==> config.mk <==
export PLATFORM = sky130hd
export DESIGN_NAME = echo_timer_flat
export DESIGN_NICKNAME = d
export VERILOG_FILES = /design/src/rtl/echo_timer_if.sv /design/src/rtl/echo_timer.sv /design/src/flat_wrapper.sv
export SDC_FILE = /design/constraint.sdc
export NUM_CORES = 1
export LEC_CHECK = 0
export CAP_MARGIN = 30
export CORE_UTILIZATION = 35
export DETAILED_ROUTE_END_ITERATION = 6
export PLACE_DENSITY = 0.59
export SETUP_SLACK_MARGIN = 0.15
export SYNTH_ARGS = -nofsm -noshare
export SYNTH_HDL_FRONTEND = slang
export SYNTH_SLANG_ARGS = --single-unit
==> constraint.sdc <==
create_clock -name clk -period 2.65 [get_ports clk]
set_clock_uncertainty 0.05 [all_clocks]
set_input_delay 0.53 -clock clk [delete_from_list [all_inputs] [get_ports clk]]
set_output_delay 0.53 -clock clk [all_outputs]
set_load 0.01 [all_outputs]
==> src/rtl/echo_timer_if.sv <==
// Handshake bundle between the echo pulse-width timer and its controller.
// The master arms the timer and supplies the raw echo; the slave reports results.
interface echo_timer_if #(
  parameter int WIDTH = 16
) ();
  logic             start;
  logic             echo;
  logic             busy;
  logic             done;
  logic             timeout;
  logic [WIDTH-1:0] width;
  logic [WIDTH-1:0] elapsed;

  modport master (
    output start, echo,
    input  busy, done, timeout, width, elapsed
  );

  modport slave (
    input  start, echo,
    output busy, done, timeout, width, elapsed
  );
endinterface

==> src/rtl/echo_timer.sv <==
// Armed pulse-width timer: waits for a fresh echo rising edge, counts prescaled
// ticks while echo is high, and reports the width or a timeout.
module echo_timer #(
  parameter int WIDTH         = 16,
  parameter int PRESCALE      = 100,
  parameter int TIMEOUT_TICKS = 38000
) (
  input  logic       clk,
  input  logic       reset,
  echo_timer_if.slave bus
);

  localparam int                PRE_W     = (PRESCALE > 1) ? $clog2(PRESCALE) : 1;
  localparam logic [PRE_W-1:0]  PRE_LAST  = PRE_W'(PRESCALE - 1);
  localparam logic [WIDTH-1:0]  CNT_LIMIT = WIDTH'(TIMEOUT_TICKS);
  localparam logic [WIDTH-1:0]  CNT_MAX   = '1;

  typedef enum logic [1:0] {
    S_IDLE    = 2'd0,
    S_ARM     = 2'd1,
    S_MEASURE = 2'd2
  } state_t;

  function automatic logic [WIDTH-1:0] sat_inc(input logic [WIDTH-1:0] v);
    return (v == CNT_MAX) ? v : v + WIDTH'(1);
  endfunction

  state_t           state_q, state_d;
  logic             echo_meta_q, echo_meta_d;
  logic             echo_s_q, echo_s_d;
  logic             echo_d_q, echo_d_d;
  logic [PRE_W-1:0] pre_q, pre_d;
  logic [WIDTH-1:0] cnt_q, cnt_d;
  logic [WIDTH-1:0] width_q, width_d;
  logic             done_q, done_d;
  logic             timeout_q, timeout_d;

  logic rise;
  logic fall;
  logic pre_wrap;
  logic at_limit;

  assign rise     = echo_s_q & ~echo_d_q;
  assign fall     = ~echo_s_q & echo_d_q;
  assign pre_wrap = (pre_q == PRE_LAST);
  assign at_limit = (cnt_q == CNT_LIMIT);

  // State and datapath registers
  always_ff @(posedge clk) begin
    if (reset) begin
      state_q     <= S_IDLE;
      echo_meta_q <= 1'b0;
      echo_s_q    <= 1'b0;
      echo_d_q    <= 1'b0;
      pre_q       <= '0;
      cnt_q       <= '0;
      width_q     <= '0;
      done_q      <= 1'b0;
      timeout_q   <= 1'b0;
    end else begin
      state_q     <= state_d;
      echo_meta_q <= echo_meta_d;
      echo_s_q    <= echo_s_d;
      echo_d_q    <= echo_d_d;
      pre_q       <= pre_d;
      cnt_q       <= cnt_d;
      width_q     <= width_d;
      done_q      <= done_d;
      timeout_q   <= timeout_d;
    end
  end

  // Next-state logic; an edge in the limit cycle wins over the timeout
  always_comb begin
    state_d = state_q;
    unique case (state_q)
      S_IDLE: begin
        if (bus.start) state_d = S_ARM;
      end
      S_ARM: begin
        if (rise)          state_d = S_MEASURE;
        else if (at_limit) state_d = S_IDLE;
      end
      S_MEASURE: begin
        if (fall)          state_d = S_IDLE;
        else if (at_limit) state_d = S_IDLE;
      end
      default: state_d = S_IDLE;
    endcase
  end

  // Synchroniser, prescaler, tick counter and result capture
  always_comb begin
    echo_meta_d = bus.echo;
    echo_s_d    = echo_meta_q;
    echo_d_d    = echo_s_q;
    pre_d       = pre_q;
    cnt_d       = cnt_q;
    width_d     = width_q;
    done_d      = 1'b0;
    timeout_d   = 1'b0;

    if (state_q != S_IDLE) begin
      pre_d = pre_wrap ? '0 : pre_q + PRE_W'(1);
      if (pre_wrap) cnt_d = sat_inc(cnt_q);
    end

    unique case (state_q)
      S_IDLE: begin
        if (bus.start) begin
          cnt_d = '0;
          pre_d = '0;
        end
      end
      S_ARM: begin
        // The rise cycle itself is the first high cycle, hence pre restarts at 1
        if (rise) begin
          cnt_d = '0;
          pre_d = PRE_W'(1);
        end else if (at_limit) begin
          width_d   = '1;
          timeout_d = 1'b1;
        end
      end
      S_MEASURE: begin
        if (fall) begin
          width_d = cnt_q;
          done_d  = 1'b1;
        end else if (at_limit) begin
          width_d   = '1;
          timeout_d = 1'b1;
        end
      end
      default: ;
    endcase
  end

  // Outputs
  always_comb begin
    bus.busy    = (state_q != S_IDLE);
    bus.done    = done_q;
    bus.timeout = timeout_q;
    bus.width   = width_q;
    bus.elapsed = cnt_q;
  end

endmodule

==> src/flat_wrapper.sv <==
// flat-port wrapper written by rule: the top's interface ports become plain ports
module echo_timer_flat 
#(
  parameter int WIDTH         = 16,
  parameter int PRESCALE      = 100,
  parameter int TIMEOUT_TICKS = 38000
)
  (clk, reset, bus_start, bus_echo, bus_busy, bus_done, bus_timeout, bus_width, bus_elapsed);
  echo_timer_if #(.WIDTH(WIDTH)) bus_i ();
  input  logic clk;
  input  logic reset;
  input wire logic [$bits(bus_i.start)-1:0] bus_start;
  input wire logic [$bits(bus_i.echo)-1:0] bus_echo;
  output wire logic [$bits(bus_i.busy)-1:0] bus_busy;
  output wire logic [$bits(bus_i.done)-1:0] bus_done;
  output wire logic [$bits(bus_i.timeout)-1:0] bus_timeout;
  output wire logic [$bits(bus_i.width)-1:0] bus_width;
  output wire logic [$bits(bus_i.elapsed)-1:0] bus_elapsed;
  assign bus_i.start = bus_start;
  assign bus_i.echo = bus_echo;
  assign bus_busy = bus_i.busy;
  assign bus_done = bus_i.done;
  assign bus_timeout = bus_i.timeout;
  assign bus_width = bus_i.width;
  assign bus_elapsed = bus_i.elapsed;
  echo_timer #(.WIDTH(WIDTH), .PRESCALE(PRESCALE), .TIMEOUT_TICKS(TIMEOUT_TICKS)) u_core (.clk(clk), .reset(reset), .bus(bus_i));
endmodule
==> results of run 1 <==
report_power, final:
part / leakage [nW] / internal [mW] / switching [mW]
registers: 0.372 / 0.700 / 0.0157
clock network: 0.0573 / 0.302 / 0.232
logic: 0.605 / 0.0489 / 0.0638
cells in the mapped netlist (2+ instances only):
cell type,instances,area [um2]
nand4_1,8,50.1
xor2_1,6,52.6
o21a_1,17,128
nand3_1,11,55.1
buf_2,3,15.0
a211oi_1,3,22.5
or3_1,5,31.3
and2_1,2,12.5
o21ai_0,6,30.0
and3_1,8,50.1
clkbuf_1,9,33.8
o31a_1,3,26.3
or4_1,2,15.0
nand2_1,13,48.8
and4_1,3,26.3
nor4_1,3,18.8
nor2b_1,5,31.3
ha_1,7,87.6
a21oi_1,8,40.0
nor2_1,44,165
dfxtp_1,46,921
nand3b_1,2,15.0
xnor2_1,4,35.0
o211ai_1,5,37.5
nand2b_1,3,18.8
inv_1,7,26.3
o31ai_1,2,15.0
nor3_1,8,40.0
worst paths after layout:
| check | from | to | slack, ps | cells after the start |
|---|---|---|---|---|
| hold / removal | u_core.echo_meta_q$_SDFF_PP0_ | u_core.echo_d_d$_SDFF_PP0_ | 390 | 1 |
| setup reg to reg | u_core.state_q[0]$_SDFFE_PP0P_ | u_core.pre_q[3]$_SDFF_PP0_ | 410 | 6 |
| hold reg to reg | u_core.echo_meta_q$_SDFF_PP0_ | u_core.echo_d_d$_SDFF_PP0_ | 390 | 1 |
| setup / recovery | u_core.state_q[0]$_SDFFE_PP0P_ | bus_busy | 350 | 4 |
area by class of cell:
cell class,count,area (um2)
sequential,46,921
clock buffer,6,82.6
clock inverter,1,30.0
tap,75,93.8
multi-input combinational,196,1210
fill,599,3220
timing repair buffer,42,410
inverter,7,26.3
flip-flops by register name, indices dropped and copies added, names as in the netlist:
name and count:
u_core.bus.elapsed 16, u_core.bus.width 16, u_core.pre_q 7, u_core.state_q 2
u_core.bus.done 1, u_core.bus.timeout 1, u_core.echo_d_d 1, u_core.echo_d_q 1
u_core.echo_meta_q 1
stage by stage:
stage                     hold slack [ps]  worst slack, ps  utilization  instances  total power [mW]
after detailed placement              370              224        0.444        366             0.843
after global placement                367              284        0.444        366             0.843
after global routing                  418              209        0.463        373              1.42
after CTS                             391              163        0.463        373              1.38
final                                 389              355        0.463        373              1.36
after floorplan                       364              737            -        261             0.804
critical path, cell delays in order (launching register included):
cell and delay, ps:
dfxtp_1 330, inv_1 110, ha_2 370, inv_1 110
clkdlybuf4s50_1 500
placed cells by master (no fill, tap or decap), drive strengths merged, types with 5 or more instances in the layout:
cell	instances
nand2	13
and3	8
o21ai	8
nor2	44
clkdlybuf4s50	38
nor2b	5
clkbuf	6
nand3	11
or3	5
dfxtp	46
nand4	8
ha	7
nor3	8
o211ai	5
a21oi	8
inv	7
o21a	17
xor2	6
kinds of logic (layout without fill, tap and decap cells):
| group | Yosys count | after routing | synth area share |
|---|---|---|---|
| and+or+nand+nor | 126 | 126 | 0.301 |
| xor gates and xnor gates | 10 | 10 | 0.0397 |
| DFF | 46 | 46 | 0.418 |
| buffers and inverters | 19 | 56 | 0.0341 |
| adders and majority gates | 7 | 7 | 0.0397 |
| muxes | 1 | 1 | 0.00454 |
| AOI/OAI and AO/OA | 52 | 52 | 0.163 |
layer usage:
metal,vias to the layer above,track usage,share of wire
met2,44,0.244,0.42
li1,1003,-,-
met3,4,0.0326,0.037
met4,0,0.0643,0.0071
met5,-,0,0
met1,894,0.262,0.53
repair_timing:
| action | CTS | global route |
|---|---|---|
| endpoints found under the setup margin | 0 | 6 |
| endpoints found under the hold margin | 0 | 0 |
| buffers inserted | 0 | 0 |
| resized for setup | 0 | 1 |
==> summary.md, run 1 <==
| Metric | Value |
|---|---|
| Status | `completed` |
| Initial antenna violation count | `0` |
| Starting Density | `0.368` |
| Seq/Total Area, Yosys | `0.418` |
| DR vias | `between 1500 and 2000` |
| Largest net degree at the start of global routing | `27` |
| Routability cong. | `approximately 0.77` |
| Fin Setup TNS | `0 ps` |
| Worst hold-check path type | `reg -> reg` |
| Drt drc | `0` |
| H-tree Lvls | `2` |
| Die Ht | `81.3 um` |
| Post-Synthesis Cells | `around 260` |
| F_max | `approximately 440 MHz` |
| Clk buf depth | `2` |
| Post-CTS Hold Fix Bufs | `0` |
| Min cycle time layout | `2300 ps` |
| TritonCTS buffer count | `5` |
| Final WL | `5380 um` |
| Pleak | `1.03 nW` |
| Worst slew margin | `0.626` |
| Slew Limit Fails | `0` |
| Slew @ Worst Pin | `555 ps` |
| N_diodes | `0` |
| Fin. Hold Viols | `0` |
| Tot GR Track Use | `0.175` |
| Final Cycle Share | `0.866` |
| DIE AREA | `6620 um2` |
| # port buffers | `38` |
| Avg WL per Cell | `about 14 um` |
| Core Area | `5990 um2` |
| Nets | `309` |
| Root Buffer | `clkbuf_8` |
| Finished Cell Area | `2770 um2` |
| Syn_area_per_cell | `8.44 um2` |
| Critical Path RT | `2070 ps` |
| Drt pass-1 iters | `4` |
| Via density | `5.21` |
| Clk slew on worst S/H paths | `80 ps` |
| Distinct cell type count after synthesis | `46` |
| Critical Path AT | `approximately 1700 ps` |
| Vias in the first global route | `between 1500 and 2000` |
| Worst Path Max Fanout | `15` |
| Area growth syn-to-layout | `25.9%` |
| Share of cells above drive strength 1 | `0.0570` |
| Detailed placement HPWL | `approximately 3700 um` |
| Syn Nets | `about 270` |
| RSZ-0062 raised after global routing | `no` |
| Clock Latency Late Sink | `300 ps` |
| Critical path endpoint category | `output pin` |
| Yosys reg bits | `46` |
| Clk sinks | `46` |
| # setup viols final | `0` |
| Total grt overflow | `0` |
| First-pass GRT wire length | `about 8800 um` |
| Initial drt markers | `126` |
| Core Rows | `28` |
| Ys async rst share | `0` |
| Post-Syn Area | `2200 um2` |
| Post-route ant nets | `0` |
| Peak VDD IR | `0.286 mV` |
| Io pins | `39` |
| Die Wd | `81.3 um` |
| Synth Flop Type | `dfxtp_1` |
| YS warnings | `0` |
| CTS tree | `yes` |
| WS Path Type | `reg -> out` |
| Pwr/cell area | `491 nW/um2` |
| Startpoint Class | `flop` |
| Number of flops mapped to enable cells by yosys | `0` |
| Dpl cell area | `2660 um2` |
| Max_cap viols | `0` |
No activity file was read; power rests on OpenSTA's default activity.
==> inputs of run 2 (changes only) <==
--- a/config.mk
+++ b/config.mk
@@ -8,7 +8,7 @@
 export CAP_MARGIN = 30
 export CORE_UTILIZATION = 35
 export DETAILED_ROUTE_END_ITERATION = 6
-export PLACE_DENSITY = 0.59
+export PLACE_DENSITY = 0.58
 export SETUP_SLACK_MARGIN = 0.15
 export SYNTH_ARGS = -nofsm -noshare
 export SYNTH_HDL_FRONTEND = slang
==> run 2 against run 1 <==
First-iteration DRC count grew 26%. Combinational power barely moved. Worst setup slack got worse by 16 ps. Power decreased by 5.7%. Sequential power hardly changed. Hold slack gained 4.7 ps. Critical path depth unchanged. Die area unchanged. Register-to-register slack improved by 70 ps. Cell count increased by 0.27%. Largest power group unchanged.
==> summary.md, run 2 (synthesized netlist as in run 1, its figures left out) <==
| Metric | Value |
|---|---|
| First-pass GRT wire length | `8800 um (+0.16%)` |
| Final Cycle Share | `0.872 (+0.00611)` |
| Fill cells | `594 (-0.83%)` |
| Peak VDD IR | `0.247 mV (-14%)` |
| Initial drt markers | `159 (+26%)` |
| Die Ht | `81.3 um (unchanged)` |
| Met1 GRT Util | `0.247 (-0.0150)` |
| Vias in the first global route | `1747 (+3.1%)` |
| Worst slew margin | `0.616 (-0.00987)` |
| Commonest non-fill, non-tap cells in the layout | `dfxtp_1, nor2_1, clkdlybuf4s50_1` |
| Core Area | `5990 um2 (unchanged)` |
| M3 GR Usage | `0.0360 (+0.00337)` |
| Root Buffer | `clkbuf_8` |
| Tot GR Track Use | `0.174 (-0.00118)` |
| Post-CTS Setup Repair Bufs | `0 (unchanged)` |
| Clk slew on worst S/H paths | `90 ps (about the same)` |
| Initial antenna violation count | `0 (unchanged)` |
| Slew @ Worst Pin | `570 ps (+14.7 ps)` |
| Final core utilization | `0.460 (-0.00292)` |
| Min cycle time layout | `2310 ps (+16.2 ps)` |
| Status | `completed` |
| CTS tree | `yes` |
| Worst hold-check path type | `reg -> reg` |
| Starting Density | `0.368 (unchanged)` |
| Min-delay src | `u_core.echo_meta_q$_SDFF_PP0_` |
| Drt drc | `0 (unchanged)` |
| F_max | `433 MHz (-0.70%)` |
| Die Wd | `81.3 um (unchanged)` |
| Largest net degree at the start of global routing | `26 (-3.7%)` |
| Clock Latency Late Sink | `300 ps (about the same)` |
| Resized cells post-CTS | `1 (+1)` |
| Via density | `5.17 (-0.83%)` |
| Post-route ant nets | `0 (unchanged)` |
| Area growth syn-to-layout | `25.1%` |
| Share of cells above drive strength 1 | `0.0569 (-0.000191)` |
| DR vias | `1934 (-0.57%)` |
| Worst Path Max Fanout | `15 (unchanged)` |
| Slew Limit Fails | `0 (unchanged)` |
| # setup viols final | `0 (unchanged)` |
| Critical Path AT | `1730 ps (about the same)` |
| Commonest non-fill, non-tap cell in the layout | `dfxtp_1` |
| Io pins | `39 (unchanged)` |
| Startpoint Class | `flop` |
| Fin. Hold Viols | `0 (unchanged)` |
| Max_cap viols | `0 (unchanged)` |
| Fin Setup TNS | `0 ps (unchanged)` |
| Setup ws final | `338 ps (-16.2 ps)` |
| N_diodes | `0 (unchanged)` |
| CP startpoint | `u_core.state_q[0]$_SDFFE_PP0P_` |
| WS Path Type | `reg -> out` |
| Core Rows | `28 (unchanged)` |
| Nets | `309 (unchanged)` |
| Drt pass-1 iters | `4 (unchanged)` |
| RR Startpoint | `u_core.state_q[1]$_SDFFE_PP0P_` |
| Clk sinks | `46 (unchanged)` |
| H-tree Lvls | `2 (unchanged)` |
| Detailed placement HPWL | `3740 um (+0.39%)` |
| TritonCTS buffer count | `5 (unchanged)` |
| Post-place setup slack | `259 ps (+35.6 ps)` |
| Routability cong. | `0.808 (+5.4%)` |
| RSZ-0062 raised after global routing | `no` |
| Final WL | `5200 um (-3.3%)` |
| Pleak | `1.03 nW (-0.81%)` |
| Busiest grt layer | `met2` |
| # port buffers | `38 (unchanged)` |
| DIE AREA | `6620 um2 (unchanged)` |
| Critical Path RT | `2070 ps (about the same)` |
| Met2 usage | `0.260 (+0.0158)` |
| Clk buf depth | `2 (unchanged)` |
| Post-CTS Hold Fix Bufs | `0 (unchanged)` |
| Total grt overflow | `0 (unchanged)` |
| Critical path endpoint category | `output pin` |
| Pwr/cell area | `466 nW/um2 (-5.1%)` |
| Avg WL per Cell | `13.9 um (-3.6%)` |
## run 2: changes by cell type in the layout (fill, tap and decap cells not counted), sizes merged
cell	previous run	this run
inv	7	8
bufinv	1	0
clkbuf	6	7
## run 2: per-layer routing
layer  part of all wire  vias to the layer above
li1                   -                      998
met1               0.51                      894
met2               0.44                       36
met3              0.039                        6
met4              0.012                        0
met5                  0                        -
## run 2: per-stage QoR
stage	power, mW	hold WS, ps	cell area (um2)	cells
4_1_cts	1.30	397	2760	374
2_1_floorplan	0.804	364	2200	261
3_3_place_gp	0.844	369	2660	366
3_5_place_dp	0.844	374	2660	366
6_report	1.29	394	2760	374
5_1_grt	1.34	420	2760	374
## run 2: where the power goes
part           total (mW)  switching [mW]  internal (mW)
Clock               0.457           0.241          0.216
Sequential          0.716          0.0154          0.701
Combinational       0.112          0.0632         0.0488
## run 2: area by class of cell
class | instances | area [um2] | share of cell area
well taps | 75 | 93.8 | 0.0340
clock buffers | 7 | 86.3 | 0.0313
multi-input cells | 196 | 1210 | 0.439
clock inverters | 1 | 8.76 | 0.00318
inverters | 7 | 26.3 | 0.00953
flip-flops and latches | 46 | 921 | 0.334
repair buffers | 42 | 410 | 0.149
## run 2: worst paths after layout
kind                                 to  slack [ps]  cells after the start
min reg2reg  u_core.echo_d_d$_SDFF_PP0_         390                      1
min          u_core.echo_d_d$_SDFF_PP0_         390                      1
max reg2reg  u_core.pre_q[2]$_SDFF_PP0_         480                      7
max                            bus_busy         340                      4
## run 2: worst max-delay path, stage by stage, from the launching register on
cell	delay (ps)
dfxtp_1	340
inv_1	110
ha_2	360
inv_1	120
clkdlybuf4s50_1	500
